===== src/rtl/blob_bbox_tracker_pkg.sv =====
// Shared camera definitions: RGB565 marker colour, tracker FSM encoding and default frame geometry.
package blob_bbox_tracker_pkg;

    localparam logic [15:0] RGB565_GREEN = 16'h07E0;

    localparam int unsigned DEFAULT_WIDTH      = 640;
    localparam int unsigned DEFAULT_HEIGHT     = 480;
    localparam int unsigned DEFAULT_COORD_BITS = 10;
    localparam int unsigned DEFAULT_COUNT_BITS = 19;
    localparam int unsigned DEFAULT_MIN_PIXELS = 16;

    typedef enum logic {
        IDLE  = 1'b0,
        ACCUM = 1'b1
    } state_t;

endpackage


===== src/rtl/blob_bbox_tracker_minmax.sv =====
// One axis of the bounding box: widens [cur_min, cur_max] to include coord when hit is set.
module bbox_minmax_update #(
    parameter int unsigned BITS = 10
) (
    input  logic [BITS-1:0] cur_min,
    input  logic [BITS-1:0] cur_max,
    input  logic [BITS-1:0] coord,
    input  logic            hit,
    output logic [BITS-1:0] next_min,
    output logic [BITS-1:0] next_max
);

    always_comb begin
        next_min = cur_min;
        next_max = cur_max;
        if (hit) begin
            if (coord < cur_min) next_min = coord;
            if (coord > cur_max) next_max = coord;
        end
    end

endmodule


===== src/rtl/blob_bbox_tracker.sv =====
// Counts MATCH_COLOR pixels in a thresholded camera frame, tracks their bounding box,
// and publishes the per-frame result through a valid/ack register handshake.
module blob_bbox_tracker
    import blob_bbox_tracker_pkg::*;
#(
    parameter int unsigned WIDTH       = DEFAULT_WIDTH,
    parameter int unsigned HEIGHT      = DEFAULT_HEIGHT,
    parameter int unsigned COORD_BITS  = DEFAULT_COORD_BITS,
    parameter int unsigned COUNT_BITS  = DEFAULT_COUNT_BITS,
    parameter logic [15:0] MATCH_COLOR = RGB565_GREEN,
    parameter int unsigned MIN_PIXELS  = DEFAULT_MIN_PIXELS
) (
    input  logic                  clock,
    input  logic                  nReset,
    input  logic                  frameStart,
    input  logic                  lineEnd,
    input  logic                  frameEnd,
    input  logic                  pixelValid,
    input  logic [15:0]           pixelData,
    input  logic                  resultAck,
    output logic                  resultValid,
    output logic                  blobFound,
    output logic [COORD_BITS-1:0] minX,
    output logic [COORD_BITS-1:0] maxX,
    output logic [COORD_BITS-1:0] minY,
    output logic [COORD_BITS-1:0] maxY,
    output logic [COUNT_BITS-1:0] pixelCount,
    output logic                  overrun,
    output logic                  busy
);

    localparam logic [COORD_BITS-1:0] X_LIM = COORD_BITS'(WIDTH);
    localparam logic [COORD_BITS-1:0] Y_LIM = COORD_BITS'(HEIGHT);
    localparam logic [COUNT_BITS-1:0] MIN_LIM = COUNT_BITS'(MIN_PIXELS);

    state_t                state;
    logic [COORD_BITS-1:0] x, y;
    logic [COORD_BITS-1:0] min_x_acc, max_x_acc, min_y_acc, max_y_acc;
    logic [COORD_BITS-1:0] min_x_nxt, max_x_nxt, min_y_nxt, max_y_nxt;
    logic [COUNT_BITS-1:0] count, count_nxt;
    logic                  pix_ok, hit, latch;

    always_comb begin
        pix_ok    = pixelValid && (x < X_LIM) && (y < Y_LIM);
        hit       = (state == ACCUM) && pix_ok && (pixelData == MATCH_COLOR);
        count_nxt = (hit && (count != '1)) ? count + COUNT_BITS'(1) : count;
        latch     = (state == ACCUM) && frameEnd && !frameStart;
    end

    bbox_minmax_update #(.BITS(COORD_BITS)) u_x_axis (
        .cur_min (min_x_acc),
        .cur_max (max_x_acc),
        .coord   (x),
        .hit     (hit),
        .next_min(min_x_nxt),
        .next_max(max_x_nxt)
    );

    bbox_minmax_update #(.BITS(COORD_BITS)) u_y_axis (
        .cur_min (min_y_acc),
        .cur_max (max_y_acc),
        .coord   (y),
        .hit     (hit),
        .next_min(min_y_nxt),
        .next_max(max_y_nxt)
    );

    assign busy = (state == ACCUM);

    always_ff @(posedge clock or negedge nReset) begin
        if (!nReset) begin
            state       <= IDLE;
            x           <= '0;
            y           <= '0;
            count       <= '0;
            min_x_acc   <= '0;
            max_x_acc   <= '0;
            min_y_acc   <= '0;
            max_y_acc   <= '0;
            resultValid <= 1'b0;
            blobFound   <= 1'b0;
            minX        <= '0;
            maxX        <= '0;
            minY        <= '0;
            maxY        <= '0;
            pixelCount  <= '0;
            overrun     <= 1'b0;
        end else begin
            // frameStart wins in both states: it opens a frame or aborts the current one.
            if (frameStart) begin
                state     <= ACCUM;
                x         <= '0;
                y         <= '0;
                count     <= '0;
                min_x_acc <= '1;
                min_y_acc <= '1;
                max_x_acc <= '0;
                max_y_acc <= '0;
            end else if (state == ACCUM) begin
                count     <= count_nxt;
                min_x_acc <= min_x_nxt;
                max_x_acc <= max_x_nxt;
                min_y_acc <= min_y_nxt;
                max_y_acc <= max_y_nxt;
                if (lineEnd) begin
                    x <= '0;
                    if (y < Y_LIM) y <= y + COORD_BITS'(1);
                end else if (pix_ok) begin
                    x <= x + COORD_BITS'(1);
                end
                if (frameEnd) state <= IDLE;
            end

            // Result latch uses the next-state accumulators so a pixel on the frameEnd cycle counts.
            if (latch) begin
                resultValid <= 1'b1;
                pixelCount  <= count_nxt;
                blobFound   <= (count_nxt >= MIN_LIM);
                if (count_nxt == '0) begin
                    minX <= '0;
                    maxX <= '0;
                    minY <= '0;
                    maxY <= '0;
                end else begin
                    minX <= min_x_nxt;
                    maxX <= max_x_nxt;
                    minY <= min_y_nxt;
                    maxY <= max_y_nxt;
                end
                if (resultValid && !resultAck) overrun <= 1'b1;
            end else if (resultValid && resultAck) begin
                resultValid <= 1'b0;
                overrun     <= 1'b0;
            end
        end
    end

endmodule


===== config.mk =====
export PLATFORM = sky130hd
export DESIGN_NAME = blob_bbox_tracker
export DESIGN_NICKNAME = d
export VERILOG_FILES = /design/src/rtl/blob_bbox_tracker_pkg.sv /design/src/rtl/blob_bbox_tracker_minmax.sv /design/src/rtl/blob_bbox_tracker.sv
export SDC_FILE = /design/constraint.sdc
export NUM_CORES = 1
export LEC_CHECK = 0
export ABC_AREA = 1
export CORE_ASPECT_RATIO = 1.25
export CORE_MARGIN = 5
export CORE_UTILIZATION = 52
export CTS_CLUSTER_SIZE = 24
export DETAILED_ROUTE_END_ITERATION = 8
export PLACE_DENSITY = 0.86
export SLEW_MARGIN = 15
export SYNTH_ARGS = -nofsm -noshare
export SYNTH_HDL_FRONTEND = slang
export SYNTH_SLANG_ARGS = --single-unit

===== constraint.sdc =====
create_clock -name clock -period 2.1 [get_ports clock]
set_input_delay 0.63 -clock clock [delete_from_list [all_inputs] [get_ports clock]]
set_output_delay 0.63 -clock clock [all_outputs]
set_load 0.05 [all_outputs]

==> metrics.cfg <==
[timing]
rsz0062_at_grt=yes
worst_clock_skew_ns=0.0151
postLayoutSetupSlackWorst_ns=-0.503
worst_pin_slew_ns=0.522
tns_ns=-25.65
max_freq_mhz=384
max_slew_margin_pct=64.9
setup_viol_count_final=76
fin_crit_ns=2.60
final_report_hold_violation_count=0
timing_max_transition_violations_final=0
post-route-period-util_pct=124

[run_status]
failed_checks=design-rule violations, negative setup slack
run_status=finished, violations left

[critical_path]
slowest_delay_ns=0.41
crit_slowest_cell=sky130_fd_sc_hd__dfrtp_1
critical_path_peak_fanout=12
cp-end-kind=flip-flop
startpoint_type=flip-flop
type_of_the_worst_setup_path=reg2reg
crit_arrival_ns=2.93
crit_chain=nand2_1 -> nor2_1 -> nor2_2 -> nand2_2 -> nor2_4 -> nand3_4 -> nand2_2 -> nand2_2 -> nor2_4 -> nand2_2 -> nor2_4 -> nand3_4 -> clkbuf_16 -> nand2_2 -> nand2_1
required_ns=2.43
critPathMostFrequentCell=sky130_fd_sc_hd__nand2_2

[synthesis]
syn_area_um2=7960
most_common_flop_cell_mapped_by_yosys=sky130_fd_sc_hd__dfrtp_1
synth.yosys.seq_area_share_pct=44.7
synth_common_cells=sky130_fd_sc_hd__nand2_1 (374), sky130_fd_sc_hd__nor2_1 (149), sky130_fd_sc_hd__dfrtp_1 (142)
syn_nets=1151
synth_cells=1087
synthMostInstantiatedCell=sky130_fd_sc_hd__nand2_1
yosys_warnings=0
synth_largest_area_cell=sky130_fd_sc_hd__dfrtp_1
ys_ff_latch=142
synth-edff-count=0
yosys.area.top_type_share_pct=44.7
synth_async_sr_flop_share_pct=100
synth_area_per_cell_um2=7.32
synth_cell_types=38
synth_area_leaders=sky130_fd_sc_hd__dfrtp_1 (45%), sky130_fd_sc_hd__nand2_1 (18%), sky130_fd_sc_hd__nor2_1 (7.0%)

[cts]
clock_insertion_delay_at_the_later_pin_of_the_skew_report_ns=0.45
cts-root-to-sink-buffers=2
cts.sink_count=142
htreeDepth=4
tritoncts_buffers=17
cts_tree=done
ctsRootBufferMaster=sky130_fd_sc_hd__clkbuf_16
clk_transition_reported_paths_ns=0.07
hold_buffers=0

[pwr]
reported_leakage_power_nw=6.17
pwr_total_mw=6.43
pd_cells_nw_per_um2=545
irDropWorstVdd_mv=0.502

[floorplanning]
total_die_area_um2=17900
placeableCoreArea_um2=15000
initial_utilization_pct=53.0
std_cell_rows=50
dieHeight_um=148
io-pin-count=86
die_w_um=121

[routing]
via_count=9176
detail_route.iter0.violations=1080
via_per_inst=6.02
firstDrtPassIters=9
postRouteWirelength_um=30600
ant_nets=0
routed_wire_length_per_instance_um=20.1
post-route-drc-count=1

[placed_design]
place.detailed.hpwl_um=15400
portBuffers=85
final_weighted_congestion_in_routability_driven_placement=0.908
placement.setup.worst_slack_ns=-0.866

[finish]
syn2layout_area_growth_pct=48.1
multi_input_area_um2=4680
n_fill_cell=822
antenna_cells=0
share_of_cells_above_drive_strength_1_pct=35.6
post-route-util_pct=78.5
number_of_nets_at_the_end_of_the_flow=1392
ff_latch_area_um2=3560

[global_routing]
antenna_found_initial=0
globalRouteTotalUtil_pct=28.4
grt_pass1_vias=8543
grt_pass1_wl_um=40600
grt_start_max_net_pins=54
globalRouteOverflowTotal=0

[flow_run]
drv.max_cap_violation_count=0

[min_path]
holdCritPathClass=in2async

area by class of cell:
class | instances | area share (%)
clock buffers | 17 | 3.61
clock inverters | 15 | 1.46
inverters | 117 | 3.78
multi-input cells | 790 | 39.7
flip-flops and latches | 142 | 30.2
well taps | 182 | 1.93
repair buffers | 260 | 19.3
placed cells by master (no fill, tap or decap), types with 15 or more instances in the layout:
cell,n
sky130_fd_sc_hd__nand3_1,23
sky130_fd_sc_hd__a21oi_1,26
sky130_fd_sc_hd__dlygate4sd2_1,16
sky130_fd_sc_hd__o21ai_2,36
sky130_fd_sc_hd__nand2_4,21
sky130_fd_sc_hd__nor2_1,130
sky130_fd_sc_hd__nand2_1,297
sky130_fd_sc_hd__nor2_4,15
sky130_fd_sc_hd__clkbuf_16,19
sky130_fd_sc_hd__o21ai_0,28
sky130_fd_sc_hd__buf_4,192
sky130_fd_sc_hd__o21ai_1,17
sky130_fd_sc_hd__inv_1,107
sky130_fd_sc_hd__buf_6,32
sky130_fd_sc_hd__ha_1,31
sky130_fd_sc_hd__dfrtp_1,138
sky130_fd_sc_hd__nand2_2,68
path summary, 6_finish.rpt:
path	startpoint	endpoint	slack, ns	depth (start not counted)
min reg2reg	minY[1]	minY[1]	0.49	2
min	nReset	minY[2]	0.06	1
max	y[5]	maxX[1]	-0.50	15
max in group asynchronous	nReset	max_x_acc[4]	1.38	2
max reg2reg	y[5]	maxX[1]	-0.50	15
min in group clock	minY[1]	minY[1]	0.49	2
metal layers:
| layer | track usage, % | share of wire, % |
|---|---|---|
| met1 | 32.0 | 34 |
| met2 | 49.7 | 48 |
| met3 | 5.48 | 9.7 |
| met4 | 16.6 | 8.3 |
| met5 | 0 | 0 |
critical path: cells and delay by family, from the launching register on:
kind | cells | cell delay [ns]
DFF | 1 | 0.41
buffers and inverters | 1 | 0.23
and+or+nand+nor | 14 | 1.82
through the flow:
step,cells,hold slack [ns],cell area [µm²]
6_report,1523,0.0596,11800
3_3_place_gp,1440,0.464,9790
5_1_grt,1523,0.0794,11800
3_5_place_dp,1440,0.467,9790
4_1_cts,1496,0.0689,10800
2_1_floorplan,1087,0.334,8020
power by group:
part | switching, mW | leakage [nW] | internal (mW) | total [mW]
clock network | 1.38 | 0.290 | 1.79 | 3.17
logic | 0.324 | 4.02 | 0.156 | 0.481
registers | 0.0259 | 1.86 | 2.76 | 2.78
total | 1.73 | 6.17 | 4.70 | 6.43
kinds of logic (layout without fill, tap and decap cells):
kind of cell / Yosys count / count (layout) / share of synthesized area, %
XOR/XNOR: 10 / 10 / 1.20
adder cells (fa/ha/maj): 41 / 41 / 6.45
flip-flops: 142 / 142 / 44.7
AO/OA/AOI/OAI: 131 / 131 / 8.77
buffers and inverters: 157 / 409 / 7.94
AND/OR/NAND/NOR: 606 / 608 / 31.0
what timing repair did:
action	4_1_cts	5_1_grt
setup buffers	18	23
pin swaps	21	52
endpoints found under the setup margin	67	103
gates cloned	7	5
endpoints found under the hold margin	0	0
resized for setup	106	219
flip-flops by register name, indices dropped and copies added (netlist names):
signal / flops
count: 19
pixelCount: 19
maxX: 10
maxY: 10
max_x_acc: 10
max_y_acc: 10
minX: 10
minY: 10
min_x_acc: 10
min_y_acc: 10
x: 10
y: 10
blobFound: 1
busy: 1
overrun: 1
resultValid: 1
Note: power is estimated with default switching activity, not from simulation.
